`src/rtl/warmboot_sequencer_if.sv`:
```
// rtl/warmboot_sequencer_if.sv - boot request and SB_WARMBOOT / pull-up signal bundle
interface warmboot_sequencer_if;
  logic       boot_req;
  logic [1:0] image_sel;
  logic       usb_tx_en;
  logic       pu_en;
  logic       wb_s1;
  logic       wb_s0;
  logic       wb_boot;
  logic       busy;

  // master: bootloader core side; slave: the sequencer
  modport master (
    output boot_req, image_sel, usb_tx_en,
    input  pu_en, wb_s1, wb_s0, wb_boot, busy
  );

  modport slave (
    input  boot_req, image_sel, usb_tx_en,
    output pu_en, wb_s1, wb_s0, wb_boot, busy
  );
endinterface

```
`src/rtl/warmboot_sequencer.sv`:
```
// rtl/warmboot_sequencer.sv - drains USB tx, detaches D+ pull-up, then fires SB_WARMBOOT
module warmboot_sequencer #(
  parameter int         DRAIN_IDLE_CYCLES = 48,
  parameter int         DETACH_CYCLES     = 480000,
  parameter logic [1:0] DEFAULT_IMAGE     = 2'b01
) (
  input  logic                  clk_48mhz,
  input  logic                  reset_n,
  warmboot_sequencer_if.slave   bus
);

  localparam int MAX_CYCLES = (DRAIN_IDLE_CYCLES > DETACH_CYCLES) ? DRAIN_IDLE_CYCLES : DETACH_CYCLES;
  localparam int CNT_W      = $clog2(MAX_CYCLES + 1);

  localparam logic [CNT_W-1:0] DRAIN_LAST  = CNT_W'(DRAIN_IDLE_CYCLES - 1);
  localparam logic [CNT_W-1:0] DETACH_LAST = CNT_W'(DETACH_CYCLES - 1);
  localparam logic [CNT_W-1:0] CNT_ONE     = CNT_W'(1);

  typedef enum logic [2:0] {
    IDLE,
    DRAIN,
    DETACH,
    ARM,
    FIRE
  } state_t;

  state_t           state, state_d;
  logic [CNT_W-1:0] counter, counter_d;
  logic [1:0]       image, image_d;
  logic             boot_req_q;
  logic             req_edge;

  // boot_req_q resets high so a request already asserted at reset release is not an edge
  assign req_edge = bus.boot_req && !boot_req_q;

  always_ff @(posedge clk_48mhz or negedge reset_n) begin
    if (!reset_n) begin
      state      <= IDLE;
      counter    <= '0;
      image      <= DEFAULT_IMAGE;
      boot_req_q <= 1'b1;
    end else begin
      state      <= state_d;
      counter    <= counter_d;
      image      <= image_d;
      boot_req_q <= bus.boot_req;
    end
  end

  always_comb begin
    state_d   = state;
    counter_d = counter;
    image_d   = image;
    case (state)
      IDLE: begin
        if (req_edge) begin
          image_d   = bus.image_sel;
          counter_d = '0;
          state_d   = DRAIN;
        end
      end
      DRAIN: begin
        // any transmit activity restarts the idle window, even on the terminal cycle
        if (bus.usb_tx_en) begin
          counter_d = '0;
        end else if (counter == DRAIN_LAST) begin
          counter_d = '0;
          state_d   = DETACH;
        end else begin
          counter_d = counter + CNT_ONE;
        end
      end
      DETACH: begin
        if (counter == DETACH_LAST) begin
          state_d = ARM;
        end else begin
          counter_d = counter + CNT_ONE;
        end
      end
      ARM:     state_d = FIRE;
      FIRE:    state_d = FIRE;
      default: state_d = IDLE;
    endcase
  end

  assign bus.pu_en   = (state == IDLE) || (state == DRAIN);
  assign bus.wb_boot = (state == FIRE);
  assign bus.busy    = (state != IDLE);
  assign bus.wb_s1   = image[1];
  assign bus.wb_s0   = image[0];

endmodule

```
`src/flat_wrapper.sv`:
```
// flat-port wrapper written by rule: the top's interface ports become plain ports
module warmboot_sequencer_flat 
#(
  parameter int         DRAIN_IDLE_CYCLES = 48,
  parameter int         DETACH_CYCLES     = 480000,
  parameter logic [1:0] DEFAULT_IMAGE     = 2'b01
)
  (clk_48mhz, reset_n, bus_boot_req, bus_image_sel, bus_usb_tx_en, bus_pu_en, bus_wb_s1, bus_wb_s0, bus_wb_boot, bus_busy);
  warmboot_sequencer_if bus_i ();
  input  logic clk_48mhz;
  input  logic reset_n;
  input wire logic [$bits(bus_i.boot_req)-1:0] bus_boot_req;
  input wire logic [$bits(bus_i.image_sel)-1:0] bus_image_sel;
  input wire logic [$bits(bus_i.usb_tx_en)-1:0] bus_usb_tx_en;
  output wire logic [$bits(bus_i.pu_en)-1:0] bus_pu_en;
  output wire logic [$bits(bus_i.wb_s1)-1:0] bus_wb_s1;
  output wire logic [$bits(bus_i.wb_s0)-1:0] bus_wb_s0;
  output wire logic [$bits(bus_i.wb_boot)-1:0] bus_wb_boot;
  output wire logic [$bits(bus_i.busy)-1:0] bus_busy;
  assign bus_i.boot_req = bus_boot_req;
  assign bus_i.image_sel = bus_image_sel;
  assign bus_i.usb_tx_en = bus_usb_tx_en;
  assign bus_pu_en = bus_i.pu_en;
  assign bus_wb_s1 = bus_i.wb_s1;
  assign bus_wb_s0 = bus_i.wb_s0;
  assign bus_wb_boot = bus_i.wb_boot;
  assign bus_busy = bus_i.busy;
  warmboot_sequencer #(.DRAIN_IDLE_CYCLES(DRAIN_IDLE_CYCLES), .DETACH_CYCLES(DETACH_CYCLES), .DEFAULT_IMAGE(DEFAULT_IMAGE)) u_core (.clk_48mhz(clk_48mhz), .reset_n(reset_n), .bus(bus_i));
endmodule
```
`config.mk`:
```
export PLATFORM = sky130hd
export DESIGN_NAME = warmboot_sequencer_flat
export DESIGN_NICKNAME = d
export VERILOG_FILES = /design/src/rtl/warmboot_sequencer_if.sv /design/src/rtl/warmboot_sequencer.sv /design/src/flat_wrapper.sv
export SDC_FILE = /design/constraint.sdc
export NUM_CORES = 1
export LEC_CHECK = 0
export BUFFER_PORTS_ARGS = -buffer_cell sky130_fd_sc_hd__buf_2
export CAP_MARGIN = 10
export CORE_UTILIZATION = 30
export DETAILED_ROUTE_END_ITERATION = 6
export GPL_TIMING_DRIVEN = 0
export PLACE_DENSITY = 0.52
export SYNTH_ARGS = -nofsm -noshare
export SYNTH_HDL_FRONTEND = slang
export SYNTH_SLANG_ARGS = --single-unit
```
`constraint.sdc`:
```
create_clock -name clk_48mhz -period 2.2 [get_ports clk_48mhz]
set_input_delay 0.22 -clock clk_48mhz [delete_from_list [all_inputs] [get_ports clk_48mhz]]
set_output_delay 0.22 -clock clk_48mhz [all_outputs]
set_load 0.1 [all_outputs]
```
==> results of run 1 <==
per-layer routing:
layer  wire length, um  GRT usage  vias up
met5                 0          0        -
met4                35    0.03922        0
met3               129    0.03453        4
met2              1663     0.2459       21
met1              1820     0.2078      626
li1                  -          -      694
report_power, final:
| part | leakage (nW) | internal (mW) | total, mW | switching, mW |
|---|---|---|---|---|
| clock | 0.0255 | 0.127 | 0.282 | 0.155 |
| combinational | 0.343 | 0.00910 | 0.0380 | 0.0289 |
| sequential | 0.279 | 0.463 | 0.464 | 0.00103 |
| total | 0.647 | 0.599 | 0.784 | 0.185 |
stage by stage:
stage | cells | hold WS, ns | total power, mW | setup TNS, ns
finish | 260 | 0.04546 | 0.7843 | 0
global route | 260 | 0.03684 | 0.8156 | 0
CTS | 259 | 0.04338 | 0.7959 | 0
detailed placement | 254 | 0.2625 | 0.5103 | 0
global placement | 254 | 0.2631 | 0.5102 | -0.0001599
floorplan | 177 | -0.07559 | 0.4929 | 0
final cells by class:
class	count	area, sq um
tap	67	83.83
sequential	25	628.1
inverter	6	22.52
clock inverter	1	5.005
timing repair buffer	13	75.07
buffer	7	43.79
multi-input combinational	138	835.8
clock buffer	3	41.29
fill	506	3050
sequential cells by signal (all words and copies together), names as in the netlist:
signal,flops
u_core.counter,19
u_core.state,3
u_core.boot_req_q,1
u_core.image,2
cell usage after synthesis, drive strengths merged (4+ instances only):
cell    number
a21oi        9
and2         4
buf          5
dfrtp       23
inv          6
nand2       18
nand2b       7
nand3       15
nand4        7
nor2        13
nor3         6
nor4         4
o211ai       7
o21ai       10
o311ai       4
or3          8
cell families after synthesis:
logic type,count (synthesis),share of synthesized area
buffers and inverters,14,0.04628
adders and majority gates,1,0.008263
muxes,2,0.01487
and+or+nand+nor,92,0.3223
xor gates and xnor gates,1,0.005786
DFF,25,0.4149
AOI/OAI and AO/OA,42,0.1876
cells in the final DEF, fill, tap and decap left out, types with 2 or more instances in the layout:
| cell | n |
|---|---|
| dfrtp_1 | 23 |
| nand2_1 | 18 |
| nand3_1 | 15 |
| nor2_1 | 13 |
| buf_2 | 12 |
| or3_1 | 8 |
| a21oi_1 | 8 |
| o21ai_0 | 8 |
| nand4_1 | 7 |
| nand2b_1 | 7 |
| o211ai_1 | 7 |
| inv_1 | 6 |
| nor3_1 | 5 |
| buf_4 | 4 |
| and2_1 | 4 |
| nor4_1 | 4 |
| o311ai_0 | 4 |
| and4_1 | 3 |
| a21o_1 | 3 |
| clkbuf_8 | 3 |
| clkbuf_1 | 2 |
| a22oi_1 | 2 |
| o22a_1 | 2 |
| mux2_2 | 2 |
| or4_1 | 2 |
| dfstp_2 | 2 |
what timing repair did:
action                     in CTS  in global routing
setup buffers                   0                  2
setup endpoints to repair       1                 10
hold endpoints to repair       23                  0
pin swaps                       0                  1
hold buffers                    1                  0
gates resized for setup         1                  3
worst paths after layout:
path,endpoint,from,slack (ns),depth (start not counted)
setup / recovery,u_core.counter[17],u_core.state[0],0.12,7
hold / removal,u_core.boot_req_q,bus_boot_req,0.05,1
setup reg to reg,u_core.counter[17],u_core.state[0],0.12,7
hold reg to reg,u_core.image[1],u_core.image[1],0.51,1
max in group asynchronous,u_core.counter[17],reset_n,1.31,2
min in group asynchronous,u_core.image[1],reset_n,0.48,2
critical path, stage by stage (launching register included):
cell and delay, ns:
dfrtp_1 0.34, buf_4 0.15, or3b_1 0.35, a21o_1 0.23
a21o_1 0.20, buf_4 0.14, or4_1 0.50, o21ai_1 0.09
==> results.cfg, run 1 <==
[run_status]
outcome = complete, no violations

[placed_design]
pre_cts_slack_ns = 0.01954
io_buffers = 10
dp_hpwl_um = 2547
place_area_sq_mm = 0.001648
gp_congestion = 0.7617

[floorplan]
io_pins = 11
core_sq_mm = 0.004786
row_count = 25
fp.dieW_um = 73.04
initial_utilization = 0.3163
design.die.area_sq_mm = 0.005335
fp.dieH_um = 73.04

[min_path]
worstHoldPathType = primary input to register

[clock_tree]
cts_buffers = 3
clkSinkCount = 25
tritoncts = yes
root_buffer = clkbuf_8
clock_latency_ns = 0.28
clk_pin_slew_ns = 0.10
htreeDepth = 1
cts_buffer_depth = 2

[global_routing]
grt_first_pass_wirelength_um = 6258
grt_pass1_vias = 1253
antenna_found_initial = 0
grtUsageTotal = 0.1532
grt_max_degree = 26
grt.overflow.total = 0

[logic_synthesis]
yosys.area.top_type = dfrtp_1
synth_edf_count = 0
ys_warn_count = 0
synth_flop_cell = dfrtp_1
netlist_instances = 177
yosysTopAreaCellShare = 0.3802
synthDistinctLibCells = 40
synth_seq_area_share = 0.4149
syn_nets = 184
synth-seq-cells = 25
synth.cell_area_sq_mm = 0.001514
avgSynthCellArea_sq_um = 8.553
ys_top_cells_by_area = dfrtp_1 (38%), nand3_1 (5.0%), nand2_1 (4.5%), dfstp_2 (3.5%), o211ai_1 (3.5%)
synthArstFlopShare = 1.000

[timing]
hold_viol = 0
fmax_ghz = 0.4819
final.min_clock_period_ns = 2.075
worst_slack_ns = 0.1250
worstMarginPinSlew_ns = 0.6122
rsz0062_at_grt = false
relSlewSlack = 0.5918
fin_crit_sh = 0.9432
setup_viol = 0
slew_violations = 0
worst_clock_skew_ns = 0.01018

[detailed_routing]
drt-total-wl_um = 3648
num_vias = 1345
drtIter0Drc = 53
drc = 0
wl_per_cell_um = 14.03
dr.pass1.iters = 4
via_per_inst = 5.173
ant_nets = 0

[setup_path]
arrival_ns = 2.27
cp.required_ns = 2.40
path_max_fanout = 10
crit_path_start_kind = register
critPathCaptureType = register
crit_type = register to register

[power]
p_per_area_mw_per_mm2 = 451.9
ir_drop_uv = 348.1
p_leak_nw = 0.6467

[layout]
finalInstanceArea_sq_mm = 0.001735
antenna_cells = 0
drive_gt1_frac = 0.1554
area_growth_pct = 14.63
fin_nets = 201
utilization = 0.3626

[flow_run]
drv_cap = 0
Note: power is estimated with default switching activity, not from simulation.
==> run 2: changes to the inputs <==
--- a/config.mk
+++ b/config.mk
@@ -5,12 +5,12 @@
 export SDC_FILE = /design/constraint.sdc
 export NUM_CORES = 1
 export LEC_CHECK = 0
-export BUFFER_PORTS_ARGS = -buffer_cell sky130_fd_sc_hd__buf_2
 export CAP_MARGIN = 10
 export CORE_UTILIZATION = 30
 export DETAILED_ROUTE_END_ITERATION = 6
+export DONT_BUFFER_PORTS = 1
 export GPL_TIMING_DRIVEN = 0
-export PLACE_DENSITY = 0.52
+export PLACE_DENSITY = 0.51
 export SYNTH_ARGS = -nofsm -noshare
 export SYNTH_HDL_FRONTEND = slang
 export SYNTH_SLANG_ARGS = --single-unit
==> run 2 against run 1 <==
- routed wire length up 3.8%
- first-iteration DRC count grew 120%
- maximum frequency shrank 0.45%
- highest routed layer unchanged
- die area is the same
- clock skew fell by 0.00099 ns
- combinational power fell by 43%
- critical endpoint is now u_core.counter[13]
- clock-buffer cell count did not move
- sequential power up 3%
==> results.cfg, run 2 (same netlist as run 1, synthesis figures left out) <==
[min_path]
worstHoldStart = bus_image_sel[1]
holdPathEnd = u_core.image[1]
worstHoldPathType = primary input to register
min_path_cells = 1

[placed_design]
io_buffers = 0
gp_congestion = 0.8842
dp_hpwl_um = 2699
pre_cts_slack_ns = -0.03761
dp.cells = 244

[floorplan]
fp.dieW_um = 73.04
initial_utilization = 0.3163
fp.dieH_um = 73.04
design.die.area_sq_mm = 0.005335
io_pins = 11
row_count = 25
core_sq_mm = 0.004786

[global_routing]
grt.overflow.total = 0
grt_max_degree = 26
grt_first_pass_wirelength_um = 6492
antenna_found_initial = 0
grtUsageTotal = 0.1559
grt_pass1_vias = 1382

[clock_tree]
htreeDepth = 1
clk_pin_slew_ns = 0.09
cts_buffers = 3
root_buffer = clkbuf_8
tritoncts = yes
clkSinkCount = 25
cts_buffer_depth = 2
clock_latency_ns = 0.27

[layout]
antenna_cells = 0
multi_input_area_sq_um = 834.6
seq_area_sq_um = 628.1
largest_reg_flops = 19
reg_top3 = u_core.counter x19, u_core.state x3, u_core.image x2
fin_cells = 252
area_growth_pct = 13.22
final_cell_mix = dfrtp_1 (23), nand2_1 (18), nand3_1 (15)
final_common_cell = dfrtp_1
drive_gt1_frac = 0.1297
utilization = 0.3582
fin_nets = 193
top_register = u_core.counter
fillCellCount = 508

[timing]
worstMarginPinSlew_ns = 1.057
worst_slack_ns = 0.1155
hold_viol = 0
setup_viol = 0
final.min_clock_period_ns = 2.084
rsz0062_at_grt = false
relSlewSlack = 0.2947
fin_crit_sh = 0.9475
fmax_ghz = 0.4797
slew_violations = 0
worst_clock_skew_ns = 0.009191

[power]
p_per_area_mw_per_mm2 = 453.6
p_total_mw = 0.7776
p_leak_nw = 0.6205
ir_drop_uv = 216.1

[detailed_routing]
wl_per_cell_um = 15.02
via_per_inst = 5.647
dr.pass1.iters = 4
ant_nets = 0
drtIter0Drc = 116
drc = 0
drt-total-wl_um = 3785
num_vias = 1423

[setup_path]
r2r_cells = 7
cp.required_ns = 2.41
crit_type = register to register
arrival_ns = 2.30
rrSetupSlack_ns = 0.12
rr_endpoint = u_core.counter[13]
path_max_fanout = 10
r2r_start = u_core.state[0]
crit_path_start_kind = register
critPathCaptureType = register

[run_status]
outcome = complete, no violations

[flow_run]
drv_cap = 0
==> run 2: changes by cell type in the layout (fill, tap and decap cells not counted), sizes merged <==
cell,change
dlygate4sd3,+1
buf,-9
==> run 2: how the worst max path moves through the flow <==
stage | from | slack [ns] | endpoint
5_1_grt | u_core.counter[8] | 0.03 | u_core.counter[6]
4_1_cts | u_core.counter[7] | 0.01 | u_core.counter[10]
2_1_floorplan | u_core.state[1] | 0.21 | bus_pu_en
3_5_place_dp | u_core.state[2] | -0.04 | u_core.counter[17]
3_3_place_gp | u_core.state[2] | -0.05 | u_core.counter[17]
6_report | u_core.state[0] | 0.12 | u_core.counter[13]
==> run 2: cell type report <==
type                    count  share of cell area
plain buffers               7             0.02555
clock buffers               3             0.02409
clock inverters             1            0.002920
inverters                   6             0.01314
multi-input cells         138              0.4869
flip-flops and latches     25              0.3664
well taps                  67             0.04891
repair buffers              5             0.03212
==> run 2: critical path, stage by stage, from the launching register on <==
cell and delay [ns]:
dfrtp_1 0.35, buf_4 0.15, or3b_1 0.36, a21o_1 0.22, a21o_1 0.18, buf_4 0.15
or4_1 0.50, nand3_1 0.10
==> run 2: where the power goes <==
part,total (mW),switching (mW),internal [mW]
Combinational,0.0218,0.0122,0.00962
Clock,0.277,0.150,0.127
Sequential,0.479,0.0156,0.463
==> run 2: routing by layer <==
metal	wire length (um)	up-vias	track usage
met1	1793	694	0.2178
met4	47	0	0.04357
met3	206	6	0.03453
met5	0	-	0
li1	-	674	-
met2	1737	49	0.2407
==> run 2: stage by stage <==
stage / setup TNS (ns) / hold WS [ns] / area [sq um]
after CTS: 0 / 0.08148 / 1694
after global routing: 0 / 0.07665 / 1714
after floorplan: 0 / -0.07559 / 1514
final: 0 / 0.08679 / 1714
after global placement: -0.05066 / -0.07440 / 1598
after detailed placement: -0.03761 / -0.07449 / 1600
==> run 2: what timing repair did <==
action	CTS	global route
pin swaps	0	1
gates resized for setup	2	3
hold buffers	3	0
endpoints found under the hold margin	26	0
setup buffers	0	2
endpoints found under the setup margin	4	9
